===== config.mk =====
export PLATFORM = sky130hd
export DESIGN_NAME = xs3_serial_adder
export DESIGN_NICKNAME = d
export VERILOG_FILES = /design/src/rtl/xs3_serial_adder.sv
export SDC_FILE = /design/constraint.sdc
export NUM_CORES = 1
export LEC_CHECK = 0
export CORE_MARGIN = 8
export CORE_UTILIZATION = 30
export CTS_CLUSTER_DIAMETER = 30
export DETAILED_ROUTE_END_ITERATION = 8
export MAX_ROUTING_LAYER = met4
export SLEW_MARGIN = 10
export SYNTH_ARGS = -nofsm -noshare
export SYNTH_HDL_FRONTEND = slang
export SYNTH_SLANG_ARGS = --single-unit

===== constraint.sdc =====
create_clock -name clk -period 3.3 [get_ports clk]
set_input_delay 0.66 -clock clk [delete_from_list [all_inputs] [get_ports clk]]
set_output_delay 0.66 -clock clk [all_outputs]
set_load 0.01 [all_outputs]

===== src/rtl/xs3_serial_adder.sv =====
// xs3_serial_adder: digit-serial excess-3 decimal adder, LSD first, one digit pair per handshake.
// Optional feature macro: XS3_ERR_CHECK_EN (enables err_xs3 invalid-code detection; otherwise tied 0).
// Ports:
//   clk, rst                 clock, synchronous active-high reset
//   start / busy             begin an addition (IDLE only) / high in RUN or DONE
//   a_xs3, b_xs3, in_valid   operand digit pair and its valid
//   in_ready                 high only in RUN
//   sum_xs3, sum_idx         registered excess-3 sum digit and its index
//   out_valid, done          per-digit pulse / pulse with the last digit
//   carry_out                final decimal carry, held until the next start
//   err_xs3                  invalid-code flag pulsing with out_valid
module xs3_serial_adder #(
  parameter int DIGITS = 4,
  localparam int CW = $clog2(DIGITS)
) (
  input  logic          clk,
  input  logic          rst,
  input  logic          start,
  output logic          busy,
  input  logic [3:0]    a_xs3,
  input  logic [3:0]    b_xs3,
  input  logic          in_valid,
  output logic          in_ready,
  output logic [3:0]    sum_xs3,
  output logic [CW-1:0] sum_idx,
  output logic          out_valid,
  output logic          done,
  output logic          carry_out,
  output logic          err_xs3
);
  typedef enum logic [1:0] {IDLE, RUN, DONE} state_t;
  state_t state_q, state_d;
  logic carry_q, carry_d, cout_q, cout_d, ov_q, ov_d;
  logic [CW-1:0] cnt_q, cnt_d, idx_q, idx_d;
  logic [3:0] sum_q, sum_d;
  logic [4:0] s;
  logic xfer, last;
  assign xfer = state_q == RUN && in_valid;
  assign last = cnt_q == CW'(DIGITS - 1);
  // Excess-3 sums carry a +6 bias: a binary carry means a decimal carry (re-add 3), else remove 3.
  assign s = {1'b0, a_xs3} + {1'b0, b_xs3} + {4'b0, carry_q};
  always_comb begin
    state_d = state_q;
    carry_d = carry_q;
    cnt_d   = cnt_q;
    sum_d   = sum_q;
    idx_d   = idx_q;
    cout_d  = cout_q;
    ov_d    = xfer;
    case (state_q)
      IDLE: if (start) begin
        state_d = RUN;
        carry_d = 1'b0;
        cnt_d   = '0;
        cout_d  = 1'b0;
      end
      RUN: if (in_valid) begin
        sum_d   = s[4] ? s[3:0] + 4'd3 : s[3:0] - 4'd3;
        carry_d = s[4];
        idx_d   = cnt_q;
        cnt_d   = cnt_q + CW'(1);
        state_d = last ? DONE : RUN;
        cout_d  = last ? s[4] : cout_q;
      end
      default: state_d = IDLE;
    endcase
  end
  always_ff @(posedge clk) begin
    if (rst) begin
      state_q <= IDLE;
      carry_q <= 1'b0;
      cnt_q   <= '0;
      sum_q   <= 4'b0011;
      idx_q   <= '0;
      cout_q  <= 1'b0;
      ov_q    <= 1'b0;
    end else begin
      state_q <= state_d;
      carry_q <= carry_d;
      cnt_q   <= cnt_d;
      sum_q   <= sum_d;
      idx_q   <= idx_d;
      cout_q  <= cout_d;
      ov_q    <= ov_d;
    end
  end
`ifdef XS3_ERR_CHECK_EN
  logic err_q, err_d;
  assign err_d = xfer && (a_xs3 < 4'd3 || a_xs3 > 4'd12 || b_xs3 < 4'd3 || b_xs3 > 4'd12);
  always_ff @(posedge clk) begin
    if (rst) err_q <= 1'b0;
    else     err_q <= err_d;
  end
  assign err_xs3 = err_q;
`else
  assign err_xs3 = 1'b0;
`endif
  assign busy      = state_q != IDLE;
  assign in_ready  = state_q == RUN;
  assign done      = state_q == DONE;
  assign sum_xs3   = sum_q;
  assign sum_idx   = idx_q;
  assign out_valid = ov_q;
  assign carry_out = cout_q;
endmodule


## Yosys cells after proc, flatten, opt, wreduce, memory -nomap -nowiden

Cells that the tools add are included.

- Bits of input ports: 12
- Bits in registers: 13

- Muxes and demuxes: 14
- Reduce and logical (&&, ||, !) cells: 8
- Equal/unequal tests: 6
- $add $sub $neg: 5

Operators by type and width:

| operator | number |
|---|---|
| 2-bit two-way mux | 5 |
| 2-bit one-hot mux with 2 select lines | 2 |
| 4-bit by 4-bit adder with 5-bit output | 1 |
| 5-bit by 1-bit adder with 5-bit output | 1 |
| 4-bit by 2-bit adder with 4-bit output, second input constant | 1 |
| 2-bit == test, second input constant | 2 |
| 1-bit two-way mux | 4 |
| 4-bit two-way mux | 1 |
| 2-bit != test, second input constant | 2 |
| 1-bit one-hot mux with 2 select lines | 2 |
| 2-bit AND reduction | 2 |
| 4-bit AND reduction | 1 |
| 2-bit nonzero test | 2 |
| 4-bit by 2-bit subtractor with 4-bit output, second input constant | 1 |
| 3-bit AND reduction | 1 |
| 2-bit by 1-bit adder with 2-bit output, second input constant | 1 |
| 2-bit by 1-bit == test with 1-bit output, second input constant | 1 |
| 2-bit zero test | 1 |
| 2-bit by 1-bit != test with 1-bit output, second input constant | 1 |
| 1-bit logical AND | 1 |

## Longest topological paths before layout

- Depth in word-level cells: 5
- Depth in mapped cells: 12

## Worst setup path after synthesis

OpenSTA, ideal clock, no wires.

- Path type: input to register
- Start: in a_xs3[0]
- End: reg sum_q[3], in the netlist sum_xs3[3]
- Cell stages on the path: 12
- Data required time: 3178 ps
- Setup slack: 348 ps
- Buffers on the path: 0
- Library setup time: 122 ps
- Data arrival time: 2830 ps
- Path through: fa_1 -> inv_1 -> fa_1 -> nor2b_2 -> o21ai_0 -> nand2b_1 -> ha_1 -> a21o_1 -> a21oi_1 -> xor2_1 -> and3_1 -> a311o_1

- Cells in the longest elaborated chain, start to end: 4
- Elaborated cells on any way between the ends: 5

Ends and longest elaborated chain:

| element | RTL line | text |
|---|---|---|
| start, declared | 20 | `input logic [3:0] a_xs3,` |
| 4-bit by 4-bit adder with 5-bit output (*) | 41 | `assign s = {1'b0, a_xs3} + {1'b0, b_xs3} + {4'b0, carry_q};` |
| 5-bit by 1-bit adder with 5-bit output (*) | 41 |  |
| 4-bit by 2-bit subtractor with 4-bit output / 4-bit by 2-bit adder with 4-bit output (equally long branches) | 58 | `sum_d = s[4] ? s[3:0] + 4'd3 : s[3:0] - 4'd3;` |
| 4-bit two-way mux (*) | 58 |  |
| end signal, assigned | 81 | `sum_q <= sum_d;` |
| end, declared | 35 | `logic [3:0] sum_q, sum_d;` |

Mark *: on every way between the ends. The rest lies on a longest branch, timed or not.
A chain may end at the register's enable or synchronous reset.

## Worst setup path after layout

Ends and elaborated chain as after synthesis.

==> flow_summary.ini <==
[cts]
cts_buffers = 3
insertion_delay_ns = 0.27
clock_sinks = 13
clkSlewWorstSetupHoldPaths_ns = 0.07
cts_root_buf = clkbuf_4
cts_resized = 0
cts_setup_buffers = 0
clockBufferDepth = 2
cts_tree = done
htreeDepth = 1
ctsHoldBuffers = 0

[synthesis]
ys_ff_latch = 13
synth_area_per_cell_um2 = 8.92
netlist_instances = 84
ys_warn_count = 0
synth_top_area_share_pct = 34.7
ys_seq_area_share_pct = 34.7
synth_cell_type_count = 33
synth_top_area_cell = dfxtp_1
syn-num-nets = 105
synthTopCellsByArea = dfxtp_1, ha_1, fa_1, a21oi_1, a21o_1
syn-cell-area_um2 = 749

[power_and_ir_drop]
p_per_area_mw_per_mm2 = 363
p_sw_mw = 0.102
power_leakage_nw = 0.463
internal_power_mw = 0.280
seq_power_share_pct = 44.1
p_comb_share_pct = 31.4
pwr-share-clk_pct = 24.6
vdd_drop_max_mv = 0.202
p_sw_share_pct = 26.7
power_mw = 0.381

[drt]
ant_nets = 0
routed_wl_um = 1480
drtIter0Drc = 45
drt-wirelength-per-cell_um = 10.5
viasPerCell = 4.50
route.detailed.drc = 0
dr.pass1.iters = 3
vias = 634

[setup_path]
critical_path_class = in -> reg
crit_chain = clkdlybuf4s50_1, fa_2, inv_1, fa_2, nor2b_2, o21ai_1, nand2b_1, ha_1, a21o_1, a21oi_1, xor2_1, and3_1, a311o_1
startpoint_type = input port
crit_fanout = 3
cp-end-kind = flip-flop
worstPathRequired_ns = 3.46
slowest_stage = clkdlybuf4s50_1
critPathMaxStageDelay_ns = 0.44
reg2reg_to = sum_xs3[3]
reg2reg_from = carry_q
arrival_ns = 3.23
timing.critical_path.mode_cell = fa_2
r2r_slack_ns = 0.78
ff2ff_path_depth = 12

[timing]
final.hold.worst_slack_ns = 0.458
drv_slew = 0
fin_crit_ns = 3.07
hold_viol_final = 0
rsz0062_at_grt = no
setup_violations = 0
clock_skew_ns = 0.00197
fmax_mhz = 326
tns_ns = 0
setup_ws_ns = 0.231
fin_crit_sh_pct = 93.0

[floorplanning]
die_h_um = 66.0
core_mm2 = 0.00243
rows = 18
die_x_um = 66.0
dieArea_mm2 = 0.00435
io_pins = 24
initial_core_util_pct = 30.8

[min_path]
holdPathEnd = sum_idx[1]
holdPathStages = 2
hold_class = reg -> reg
hold_path.startpoint = sum_idx[1]

[global_routing]
antenna_found_initial = 0
grt_pass1_vias = 646
grt_first_pass_wirelength_um = 2750
grt_use_total_pct = 7.90
overflow = 0
grt_max_degree = 14

[placement]
place_congestion = 0.725
dpl.hpwl_um = 1270
port_buffers = 22
placed_cells = 137
pre_cts_slack_ns = -0.176
place_area_mm2 = 0.00102

[finish]
fill_cells = 253
syn_to_final_growth_pct = 40.4
final_core_util_pct = 43.3
drive_above_1_share_pct = 11.7
finalNonFillerCells = 141
nets = 133
fin_area_mm2 = 0.00105
antenna_cells = 0

[run]
maxCapViolations = 0

[run_status]
status = complete, no violations
-- registers in the layout, summed over array words and instances, names as in the netlist --
register and count:
carry_out 1, carry_q 1, cnt_q 2, out_valid 1
state_q 2, sum_idx 2, sum_xs3 4
-- synthesized netlist by cell type --
cell,count
nand3_1,2
nor2_2,1
a311o_1,1
or2_2,1
xor2_1,1
fa_1,3
nor2b_2,1
conb_1,1
ha_1,6
nor3_1,1
dfxtp_1,13
a22oi_1,2
clkbuf_1,1
nand2_1,8
or2_1,1
o21ai_0,1
nand3b_1,1
buf_4,1
a211o_1,1
xnor2_1,2
buf_2,1
mux2_4,1
a211oi_1,1
nor2b_1,2
a21o_1,4
and3_1,1
nor2_1,8
and2_1,1
a21oi_1,6
inv_1,6
nor4_1,1
o211a_1,1
nand2b_1,2
-- power by group through the flow --
stage | clock [mW] | combinational, mW | sequential, mW
floorplan | 0 | 0.0687 | 0.174
global placement | 0 | 0.118 | 0.172
detailed placement | 0 | 0.121 | 0.172
CTS | 0.100 | 0.121 | 0.168
global route | 0.110 | 0.136 | 0.169
finish | 0.0937 | 0.120 | 0.168
-- cells by family after synthesis --
logic type / share of synthesized area, %
AND/OR/NAND/NOR: 20.5
AO/OA/AOI/OAI: 15.5
multiplexers: 2.00
other: 0.500
XOR/XNOR: 3.51
buffers and inverters: 5.17
adder cells (fa/ha/maj): 18.0
flip-flops: 34.7
-- how the worst max path moves through the flow --
stage	start	to	slack, ns	cells after the start
finish	a_xs3[0]	sum_xs3[3]	0.23	13
global route	a_xs3[0]	sum_xs3[3]	0.05	13
CTS	a_xs3[0]	sum_xs3[3]	0.12	13
detailed placement	a_xs3[0]	sum_xs3[3]	-0.18	13
global placement	a_xs3[0]	sum_xs3[3]	-0.1	13
floorplan	a_xs3[0]	sum_xs3[3]	0.35	12
-- per-layer routing --
metal | global-route usage [%] | routed length, um
met5 | - | 0
met1 | 8.99 | 688
met3 | 2.37 | 90
met4 | 2.40 | 14
met2 | 13.0 | 682
-- critical path, delay by kind of cell --
family                   cells  cell delay, ns
adder cells (fa/ha/maj)      3            0.91
AO/OA/AOI/OAI                4            0.72
buffers and inverters        2            0.52
AND/OR/NAND/NOR              3            0.32
XOR/XNOR                     1            0.09
-- area by class of cell --
| type | count | area (um2) | area share, % |
|---|---|---|---|
| sequential | 13 | 260 | 24.7 |
| timing repair buffer | 26 | 250 | 23.8 |
| inverter | 6 | 22.5 | 2.14 |
| tap | 30 | 37.5 | 3.57 |
| multi-input combinational | 62 | 455 | 43.3 |
| clock buffer | 4 | 26.3 | 2.50 |
-- cells in the final DEF (no fill, tap or decap), types with 2 or more instances in the layout --
master,instances
nand2b_1,2
dfxtp_1,13
clkbuf_4,3
a21oi_1,6
nor2_1,8
clkdlybuf4s50_1,22
buf_4,4
inv_1,6
nand2_1,8
xnor2_1,2
nor2b_1,2
nand3_1,2
ha_1,6
a21o_1,4
a22oi_1,2
fa_2,2
No activity file was read; power rests on OpenSTA's default activity.
